[src/rtl/tff_down_counter_pkg.sv]
// Shared definitions for the toggle-flip-flop down-counter.
//   state_t : controller state encoding
//             IDLE  - count is zero, nothing in progress
//             RUN   - counting, enable was high on the last edge
//             PAUSE - count held, enable was low on the last edge
package tff_down_counter_pkg;

    typedef enum logic [1:0] {
        IDLE  = 2'b00,
        RUN   = 2'b01,
        PAUSE = 2'b10
    } state_t;

endpackage : tff_down_counter_pkg

[src/rtl/tff_down_counter_t_ff.sv]
// Single toggle flip-flop, the building block of the count register.
// State changes on the falling edge of clk.
// Ports:
//   q     : stored bit
//   t     : toggle request, q inverts on the edge when high
//   clk   : clock
//   reset : synchronous, active-low, forces q to 0
module t_ff_sync (
    output logic q,
    input  logic t,
    input  logic clk,
    input  logic reset
);

    always_ff @(negedge clk) begin
        if (!reset) begin
            q <= 1'b0;
        end else if (t) begin
            q <= ~q;
        end
    end

endmodule : t_ff_sync

[src/rtl/tff_down_counter.sv]
// Loadable down-counter built from toggle flip-flops, used as an interval /
// timeout timer. A nonzero load starts a count; each enabled edge decrements
// it; reaching terminal count (1 -> 0) pulses done for one cycle. With the
// auto-reload mode active the count restarts from the last loaded value
// instead of stopping, which makes the block a periodic tick generator.
// All state changes on the falling edge of clk.
// Parameters:
//   W      : counter width in bits (>= 2)
//   RELOAD : auto-reload mode after reset
// Ports:
//   clk         : clock
//   reset       : synchronous, active-low
//   load        : capture load_val into the count and the reload register
//   load_val    : start / period value
//   en          : decrement enable
//   auto_reload : reload at terminal count instead of stopping
//   q           : current count
//   busy        : a count is in progress (RUN or PAUSE)
//   done        : one-cycle pulse after terminal count
module tff_down_counter
    import tff_down_counter_pkg::*;
#(
    parameter int W      = 4,
    parameter bit RELOAD = 1'b0
) (
    input  logic         clk,
    input  logic         reset,
    input  logic         load,
    input  logic [W-1:0] load_val,
    input  logic         en,
    input  logic         auto_reload,
    output logic [W-1:0] q,
    output logic         busy,
    output logic         done
);

    localparam logic [W-1:0] COUNT_ONE = W'(1);

    state_t         state_reg;
    state_t         state_next;
    logic [W-1:0]   reload_reg;
    logic           done_reg;
    logic           done_next;
    logic           mode_reg;

    logic [W-1:0]   count;
    logic [W-1:0]   toggle;
    logic           active;
    logic           at_one;
    logic           at_zero;
    logic           term;
    logic           reload_hit;
    logic           dec;

    assign active  = (state_reg != IDLE);
    assign at_one  = (count == COUNT_ONE);
    assign at_zero = (count == '0);

    // Terminal count only counts when no load competes for the same edge;
    // a load always wins and suppresses the done pulse.
    assign term       = !load && active && en && at_one;
    assign reload_hit = term && mode_reg;
    // Plain decrement, including the final 1 -> 0 step when not reloading.
    // at_zero is redundant while active but keeps the count from ever
    // wrapping below zero.
    assign dec        = !load && active && en && !at_zero && !reload_hit;

    // Count register: each bit is a T flip-flop. Loads and reloads toggle
    // exactly the bits that differ from the target value; a decrement
    // toggles bit i when every lower bit is zero (borrow ripple).
    generate
        for (genvar gi = 0; gi < W; gi++) begin : g_bit
            logic dec_toggle;

            if (gi == 0) begin : g_lsb
                assign dec_toggle = dec;
            end else begin : g_upper
                assign dec_toggle = dec && (count[gi-1:0] == '0);
            end

            assign toggle[gi] = load       ? (count[gi] ^ load_val[gi])   :
                                reload_hit ? (count[gi] ^ reload_reg[gi]) :
                                             dec_toggle;

            t_ff_sync u_t_ff (
                .q     (count[gi]),
                .t     (toggle[gi]),
                .clk   (clk),
                .reset (reset)
            );
        end
    endgenerate

    always_comb begin
        state_next = state_reg;
        done_next  = term;

        if (load) begin
            if (load_val != '0) begin
                state_next = en ? RUN : PAUSE;
            end else begin
                state_next = IDLE;
            end
        end else if (active) begin
            if (en) begin
                state_next = (at_one && !mode_reg) ? IDLE : RUN;
            end else begin
                state_next = PAUSE;
            end
        end
    end

    always_ff @(negedge clk) begin
        if (!reset) begin
            state_reg  <= IDLE;
            reload_reg <= '0;
            done_reg   <= 1'b0;
            mode_reg   <= RELOAD;
        end else begin
            state_reg <= state_next;
            done_reg  <= done_next;
            // Mode follows the input each edge; RELOAD only seeds it at reset.
            mode_reg  <= auto_reload;
            if (load) begin
                reload_reg <= load_val;
            end
        end
    end

    assign q    = count;
    assign busy = active;
    assign done = done_reg;

endmodule : tff_down_counter

[config.mk]
export PLATFORM = sky130hd
export DESIGN_NAME = tff_down_counter
export DESIGN_NICKNAME = d
export VERILOG_FILES = /design/src/rtl/tff_down_counter_pkg.sv /design/src/rtl/tff_down_counter_t_ff.sv /design/src/rtl/tff_down_counter.sv
export SDC_FILE = /design/constraint.sdc
export NUM_CORES = 1
export LEC_CHECK = 0
export CORE_MARGIN = 3
export CORE_UTILIZATION = 45
export DETAILED_ROUTE_END_ITERATION = 8
export PLACE_DENSITY_LB_ADDON = 0.2
export SYNTH_ARGS = -nofsm -noshare
export SYNTH_HDL_FRONTEND = slang
export SYNTH_SLANG_ARGS = --single-unit
[constraint.sdc]
create_clock -name clk -period 1.46 [get_ports clk]
set_clock_uncertainty 0.15 [all_clocks]
set_input_delay 0.219 -clock clk [delete_from_list [all_inputs] [get_ports clk]]
set_output_delay 0.219 -clock clk [all_outputs]
set_load 0.005 [all_outputs]
==> impl_metrics.toml, run 1 <==
[status]
status = "finished with violations"
violations = "setup timing"

[route]
drt_iter0_markers = 23
drt-vias-per-instance = 5.922
drt_wl_total_um = 2538
route.vias.total = 764
drt_pass1_iterations = 4
postRouteAntennaNets = 0
drc = 0
routedWlPerCell_um = 19.67

[logic_synthesis]
synth_xor_area_share_pct = 0
synthAdderAreaFrac_pct = 0
ys_seq_area_share_pct = 40.08
synth.distinct_cells = 30
synth_top_family_by_area = "simple AND/OR/NAND/NOR gates"
synthMuxAreaShare_pct = 8.559
synthSimpleGateAreaFrac_pct = 23.17
synth.avg_cell_area_sq_um = 9.081
ys_warn_count = 0
synth-seq-cells = 12
synth_fp_nets = 75
syn_area_sq_um = 599.3
synthCells = 66
synth_compound_area_share_pct = 19.21

[worst_setup_path]
crit_path_start_kind = "flip-flop"
cp.required_ns = 1.09
path_cells = "nor2_4, inv_2, buf_6"
endpoint_kind = "primary output"
cp_slowest_stage_delay_ns = 0.33
critPathMaxFanout = 2
worstSetupPathType = "reg -> out"
ff2ff_path_depth = 7
worstPathArrival_ns = 1.71
cpMaxStageDelayCell = "dfxtp_2"

[global_route]
antenna_found_initial = 0
grt_max_degree = 12
grt_usage_pct = 26.21
grt_pass1_wl_um = 3456
grt.overflow.total = 0
grt_pass1_vias = 752

[floorplanning]
die_h_um = 42.50
initial_core_util_pct = 51.18
core-area_sq_um = 1171
rows = 12
io_pins = 15
die_w_um = 42.50
fp.dieArea_sq_um = 1806

[job]
maxCapViolCount = 0

[sta]
worst_pin_slew_ns = 0.3005
hold_violations = 0
finalHoldWorstSlack_ns = 0.3328
rsz0062_at_grt = "true"
drv_slew = 0
slew_headroom_pct = 79.76
setup_violations = 13
fin_ws_ns = -0.6225

[pwr]
p_seq_share_pct = 35.1
clkPwrFrac_pct = 39.9
intPower_mw = 0.6334
p_leak_nw = 0.5220
p_sw_mw = 0.4098
share_comb_of_total_power_pct = 25.0
ir_worst_vdd_v = 0.0009169
p_per_area_nw_per_um2 = 966.1
switching_share_pct = 39.29

[final_layout]
antenna_cells = 0
area_delta_synth_final_pct = 80.17
drive_above_1_share_pct = 56.52
regArea_sq_um = 251.5
nets = 126
fin_area_sq_um = 1080
fillers = 43
multi_input_area_sq_um = 376.6
fin_util_pct = 92.20

[clocking]
cts_made_buffers = 3
cts_buffer_depth = 2
clkSinkCount = 12
cts_root_buf = "clkbuf_4"
cts_tree = "done"
clock_latency_ns = 0.38
htreeDepth = 1
clk_pin_slew_worst_paths_ns = 0.07

[placed_design]
place.gp.congestion = 0.7473
place_ws_ns = -1.082
dp_hpwl_um = 973.2
io_buffer_count = 14
dpl_cell_area_sq_um = 885.9

[worst_hold_path]
hp-class = "reg -> reg"
hold_depth = 2
[synthesized netlist by cell type, drive strengths merged]
cell,count,area share (%)
dfxtp,12,40
nor2,10,7.5
buf,5,5.8
inv,5,3.1
mux2i,4,6.7
o21ai,4,3.3
nor3,3,3.3
a211oi,2,3.3
a21oi,2,1.7
and2,2,2.3
nand3,2,1.7
o311a,2,3.3
a311oi,1,1.5
a31o,1,1.5
a41o,1,1.9
a41oi,1,1.5
and2b,1,1.3
and3,1,1.3
mux2,1,1.9
nand2,1,0.63
nand4,1,1.0
nand4bb,1,1.9
nor4,1,1.0
o21a,1,1.3
or2b,1,1.3
[worst paths after layout]
check	endpoint	start	slack, ns
setup reg to reg	g_bit[1].u_t_ff.q$_SDFFE_NN0P_	state_reg[1]$_SDFFE_NN0P_	-0.23
hold reg to reg	g_bit[2].u_t_ff.q$_SDFFE_NN0P_	reload_reg[2]$_SDFFE_NN0P_	0.33
hold / removal	g_bit[2].u_t_ff.q$_SDFFE_NN0P_	reload_reg[2]$_SDFFE_NN0P_	0.33
setup / recovery	busy	state_reg[0]$_SDFFE_NN0P_	-0.62
[per-layer routing]
metal / global-route usage (%) / vias up / wire (um)
li1: - / 334 / -
met1: 29.38 / 357 / 883
met2: 40.73 / 54 / 1255
met3: 10.73 / 19 / 231
met4: 16.15 / 0 / 167
met5: 0 / - / 0
[placed cells by master, fill, tap and decap left out, types with 4 or more instances in the layout]
| cell | n |
|---|---|
| buf_4 | 21 |
| buf_6 | 11 |
| dfxtp_1 | 7 |
| inv_1 | 13 |
| mux2i_1 | 4 |
| nor2_1 | 7 |
[cell families after synthesis]
| group | count (synthesis) |
|---|---|
| AND/OR/NAND/NOR | 24 |
| buffers and inverters | 10 |
| multiplexers | 5 |
| AO/OA/AOI/OAI | 15 |
| flip-flops | 12 |
[final cells by class]
class	count	area share [%]
clock buffer	3	2.086
clock inverter	12	4.171
inverter	4	1.390
multi-input combinational	44	34.88
sequential	12	23.29
tap	14	1.622
timing repair buffer	40	32.56
[stage by stage]
step / setup TNS, ns / std cells / power (mW)
6_report: -4.460 / 129 / 1.043
5_1_grt: -4.760 / 129 / 1.089
4_1_cts: -4.674 / 130 / 0.9379
3_5_place_dp: -12.28 / 106 / 0.6140
3_3_place_gp: -12.02 / 106 / 0.6109
2_1_floorplan: -3.585 / 66 / 0.5208
[repair_timing]
| item | 4_1_cts | 5_1_grt |
|---|---|---|
| setup endpoints to repair | 18 | 15 |
| hold buffers | 0 | 0 |
| resized for setup | 49 | 30 |
| pin swaps | 6 | 9 |
| setup buffers | 10 | 6 |
[power by group through the flow]
stage | sequential [mW] | clock [mW] | combinational (mW)
6_report | 0.366 | 0.416 | 0.261
2_1_floorplan | 0.370 | 0.0546 | 0.0960
3_3_place_gp | 0.364 | 0.0546 | 0.192
3_5_place_dp | 0.365 | 0.0546 | 0.195
5_1_grt | 0.368 | 0.446 | 0.276
4_1_cts | 0.362 | 0.351 | 0.225
[worst max-delay path: cells and delay by family (launching register included)]
family	cells	cell delay, ns
flops	1	0.33
buf+inv	2	0.16
simple gates	1	0.12
(Power assumes the default switching activity.)
==> run 2, diff against run 1 <==
--- a/config.mk
+++ b/config.mk
@@ -5,8 +5,10 @@
 export SDC_FILE = /design/constraint.sdc
 export NUM_CORES = 1
 export LEC_CHECK = 0
+export ABC_AREA = 0
 export CORE_MARGIN = 3
-export CORE_UTILIZATION = 45
+export CORE_UTILIZATION = 41
+export CTS_CLUSTER_DIAMETER = 100
 export DETAILED_ROUTE_END_ITERATION = 8
 export PLACE_DENSITY_LB_ADDON = 0.2
 export SYNTH_ARGS = -nofsm -noshare
==> constraint.sdc (replaced) <==
create_clock -name clk -period 1.7 [get_ports clk]
set_clock_uncertainty 0.15 [all_clocks]
set_input_delay 0.255 -clock clk [delete_from_list [all_inputs] [get_ports clk]]
set_output_delay 0.255 -clock clk [all_outputs]
set_load 0.005 [all_outputs]
==> run 2 against run 1 <==
The flow still finishes with violations (setup timing). Count of clock-buffer cells in the layout unchanged. Worst setup slack better by 0.14 ns. Sequential cell count unchanged. Register-to-register slack better by 0.33 ns. Via count down 8.1%. Global-route usage down 2.6 points. Total power down 21%. Hold slack better by 0.026 ns. Die area up 8.4%. Combinational power down 17%.
==> impl_metrics.toml, run 2 (synthesis gave the netlist of run 1 again) <==
[worst_setup_path]
cp-startpoint = "state_reg[0]$_SDFFE_NN0P_"
ff2ff_path_depth = 6
r2r-end = "g_bit[1].u_t_ff.q$_SDFFE_NN0P_"
reg2reg_slack_ns = 0.10
worstSetupPathType = "reg -> out"
r2r-start = "state_reg[1]$_SDFFE_NN0P_"
critPathMaxFanout = 2
cp.required_ns = 1.29
endpoint_kind = "primary output"
crit_path_start_kind = "flip-flop"
worstPathArrival_ns = 1.78

[clocking]
cts_root_buf = "clkbuf_4"
htreeDepth = 1
clk_pin_slew_worst_paths_ns = 0.03
cts_buffer_depth = 2
clock_latency_ns = 0.35
cts_tree = "done"
clkSinkCount = 12
cts_made_buffers = 3
ctsHoldBuffers = 0

[route]
routedWlPerCell_um = 14.88
drc = 0
route.vias.total = 702
drt_pass1_iterations = 4
postRouteAntennaNets = 0
drt-vias-per-instance = 5.359
drt_iter0_markers = 15
drt_wl_total_um = 1949

[sta]
timing.setup.tns_ns = -3.501
setup_violations = 13
rsz0062_at_grt = "true"
worst_pin_slew_ns = 0.3704
hold_violations = 0
fin_ws_ns = -0.4870
drv_slew = 0
finalHoldWorstSlack_ns = 0.3585
slew_headroom_pct = 75.22

[floorplanning]
die_w_um = 44.24
core-area_sq_um = 1334
fp.dieArea_sq_um = 1957
io_pins = 15
initial_core_util_pct = 44.93
rows = 13
die_h_um = 44.24

[final_layout]
fin_util_pct = 81.80
nets = 126
drive_above_1_share_pct = 57.76
antenna_cells = 0
mostFrequentLayoutCell = "buf_4"
area_delta_synth_final_pct = 82.05
multi_input_area_sq_um = 390.4
regArea_sq_um = 251.5
final_cell_mix = "buf_4 (20), inv_1 (14), buf_6 (10)"
fillers = 88

[global_route]
antenna_found_initial = 0
grt_max_degree = 12
grt_pass1_vias = 781
grt_usage_pct = 23.60
grt.overflow.total = 0
grt_pass1_wl_um = 3367

[pwr]
p_leak_nw = 0.5262
finalPower_mw = 0.8290
p_per_area_nw_per_um2 = 759.8
ir_worst_vdd_v = 0.0006266

[job]
maxCapViolCount = 0

[status]
violations = "setup timing"
status = "finished with violations"

[worst_hold_path]
holdCritStartpoint = "reload_reg[1]$_SDFFE_NN0P_"
hp-class = "reg -> reg"
hold_depth = 2
min_to = "reload_reg[1]$_SDFFE_NN0P_"

[placed_design]
dp_hpwl_um = 1061
place_ws_ns = -1.022
place.gp.congestion = 0.7482
io_buffer_count = 14
[run 2: cell count changes in the layout (fill, tap and decap cells not counted), sizes merged]
| cell | previous run | this run |
|---|---|---|
| clkbuf | 5 | 8 |
| buf | 36 | 34 |
| clkdlybuf4s15 | 1 | 0 |
| clkinvlp | 0 | 1 |
[run 2: what timing repair did]
| item | in CTS | in global routing |
|---|---|---|
| buffers inserted | 14 | 2 |
| pin swaps | 8 | 8 |
| setup endpoints to repair | 17 | 13 |
| cloned | 0 | 0 |
| resized for setup | 55 | 23 |
[run 2: how the worst max path moves through the flow]
| stage | to |
|---|---|
| floorplan | g_bit[1].u_t_ff.q$_SDFFE_NN0P_ |
| global placement | g_bit[1].u_t_ff.q$_SDFFE_NN0P_ |
| detailed placement | g_bit[1].u_t_ff.q$_SDFFE_NN0P_ |
| CTS | busy |
| global route | busy |
| finish | busy |
[run 2: critical path, cell delays in order (launching register included)]
cell and delay [ns]:
dfxtp_2 0.32, nor2_4 0.12, inv_2 0.05, buf_6 0.11
[run 2: through the flow]
| stage | area (sq um) | std cells |
|---|---|---|
| floorplan | 656.9 | 66 |
| global placement | 894.6 | 108 |
| detailed placement | 894.6 | 108 |
| CTS | 1101 | 137 |
| global route | 1091 | 131 |
| finish | 1091 | 131 |
[run 2: where the power goes]
group	leakage [nW]	switching [mW]	internal (mW)	total [mW]
Clock	0.0778	0.175	0.123	0.298
Combinational	0.347	0.0957	0.121	0.217
Sequential	0.101	0.0131	0.301	0.314
Total	0.526	0.284	0.545	0.829
[run 2: final cells by class]
class	count	area share, %
Timing Repair Buffer	40	31.42
Clock inverter	13	4.587
Inverter	4	1.376
Clock buffer	3	2.064
Tap cell	15	1.720
Multi-Input combinational cell	44	35.78
Sequential cell	12	23.05
[run 2: per-layer routing]
metal	vias up	part of all wire, %	wire [um]	track usage (%)
met2	31	49	953	38.95
met4	0	2.3	44	14.46
met1	331	43	830	25.74
li1	334	-	-	-
met3	6	6.2	121	8.130
met5	-	0	0	0
==> run 3, diff against run 2 <==
--- a/config.mk
+++ b/config.mk
@@ -8,9 +8,8 @@
 export ABC_AREA = 0
 export CORE_MARGIN = 3
 export CORE_UTILIZATION = 41
-export CTS_CLUSTER_DIAMETER = 100
 export DETAILED_ROUTE_END_ITERATION = 8
-export PLACE_DENSITY_LB_ADDON = 0.2
+export PLACE_DENSITY = 0.71
 export SYNTH_ARGS = -nofsm -noshare
 export SYNTH_HDL_FRONTEND = slang
 export SYNTH_SLANG_ARGS = --single-unit
==> run 3 against run 2 <==
The flow still finishes with violations (setup timing). Largest power group is now clock. Combinational power down 11%. Global-route usage shrank 2.6 points. Final cell count decreased by 3.8%. Register-to-register slack got worse by 0.23 ns. Critical path type unchanged. Clock power rose by 6%. Highest routed layer unchanged. Via count decreased by 3.4%.
==> impl_metrics.toml, run 3 (synthesis gave the netlist of run 1 again) <==
[status]
status = "finished with violations"
violations = "setup timing"

[global_route]
grt_usage_pct = 21.02
grt.overflow.total = 0
grt_max_degree = 12
antenna_found_initial = 0
grt_pass1_vias = 709
grt_pass1_wl_um = 2967

[sta]
fin_ws_ns = -0.4687
setup_violations = 11
hold_violations = 0
finalHoldWorstSlack_ns = 0.3323
rsz0062_at_grt = "true"
timing.setup.tns_ns = -2.990
slew_headroom_pct = 81.79
worst_pin_slew_ns = 0.2703
drv_slew = 0

[floorplanning]
io_pins = 15
fp.dieArea_sq_um = 1957
initial_core_util_pct = 44.93
die_w_um = 44.24
die_h_um = 44.24
core-area_sq_um = 1334
rows = 13

[final_layout]
antenna_cells = 0
nets = 121
mostFrequentLayoutCell = "buf_4"
area_delta_synth_final_pct = 71.19
fin_util_pct = 76.92
drive_above_1_share_pct = 52.25
final_cell_mix = "buf_4 (18), inv_1 (14), buf_6 (11)"
fin_area_sq_um = 1026

[clocking]
clkSinkCount = 12
cts_made_buffers = 3
clock_latency_ns = 0.36
ctsHoldBuffers = 0
cts_buffer_depth = 2
cts_root_buf = "clkbuf_4"
clk_pin_slew_worst_paths_ns = 0.04
htreeDepth = 1
cts_tree = "done"

[placed_design]
dpl_cell_area_sq_um = 872.1
io_buffer_count = 14
place.gp.congestion = 0.7499
dp_hpwl_um = 1072

[job]
maxCapViolCount = 0

[worst_hold_path]
hp-class = "reg -> reg"

[route]
routedWlPerCell_um = 14.62
postRouteAntennaNets = 0
drt_pass1_iterations = 4
drt-vias-per-instance = 5.381
drt_iter0_markers = 12
drt_wl_total_um = 1842
drc = 0
route.vias.total = 678

[pwr]
p_leak_nw = 0.4927
p_per_area_nw_per_um2 = 802.7
ir_worst_vdd_v = 0.0004342

[worst_setup_path]
worstSetupPathType = "reg -> out"
critPathMaxFanout = 2
cp.required_ns = 1.29
endpoint_kind = "primary output"
crit_path_start_kind = "flip-flop"
worstPathArrival_ns = 1.76
==> run 3: through the flow <==
step / power, mW / setup WS (ns) / instances
3_5_place_dp: 0.5225 / -1.016 / 105
5_1_grt: 0.8932 / -0.5191 / 126
2_1_floorplan: 0.4459 / -0.4760 / 66
3_3_place_gp: 0.5190 / -0.9763 / 105
6_report: 0.8236 / -0.4687 / 126
4_1_cts: 0.8092 / -0.5020 / 125
==> run 3: metal layers <==
layer  share of wire, %  global-route usage, %
met5                  0                      0
met2                 49                  34.59
met1                 42                  21.34
met3                5.4                  9.350
met4                3.9                  13.86
==> run 3: where the power goes <==
group,internal (mW),total [mW],switching (mW),leakage (nW)
combinational,0.111,0.193,0.0816,0.314
clock,0.123,0.317,0.194,0.0778
sequential,0.301,0.313,0.0127,0.101
total,0.535,0.824,0.289,0.493
==> run 3: worst max-delay path: stages, from the launching register on <==
cell     delay, ns
dfxtp_2       0.31
nor2_4        0.10
inv_2         0.05
buf_6         0.11
==> run 3: layout make-up <==
type                       instances  area (sq um)
sequential                        12         251.5
inverter                           4         15.01
fill                             102         307.8
tap                               15         18.77
timing repair buffer              35         305.3
multi-input combinational         44         362.8
clock inverter                    13         50.05
clock buffer                       3         22.52
==> run 3: worst paths after layout <==
path | slack [ns] | cells past startpoint | endpoint | start
setup / recovery | -0.47 | 3 | busy | state_reg[0]$_SDFFE_NN0P_
hold / removal | 0.33 | 2 | g_bit[2].u_t_ff.q$_SDFFE_NN0P_ | reload_reg[2]$_SDFFE_NN0P_
setup reg to reg | -0.13 | 9 | g_bit[1].u_t_ff.q$_SDFFE_NN0P_ | state_reg[1]$_SDFFE_NN0P_
hold reg to reg | 0.33 | 2 | g_bit[2].u_t_ff.q$_SDFFE_NN0P_ | reload_reg[2]$_SDFFE_NN0P_
==> run 3: what timing repair did <==
action,CTS,global route
setup endpoints to repair,17,13
endpoints found under the hold margin,0,0
gates resized for setup,62,9
buffers inserted,5,1
pin swaps,7,5
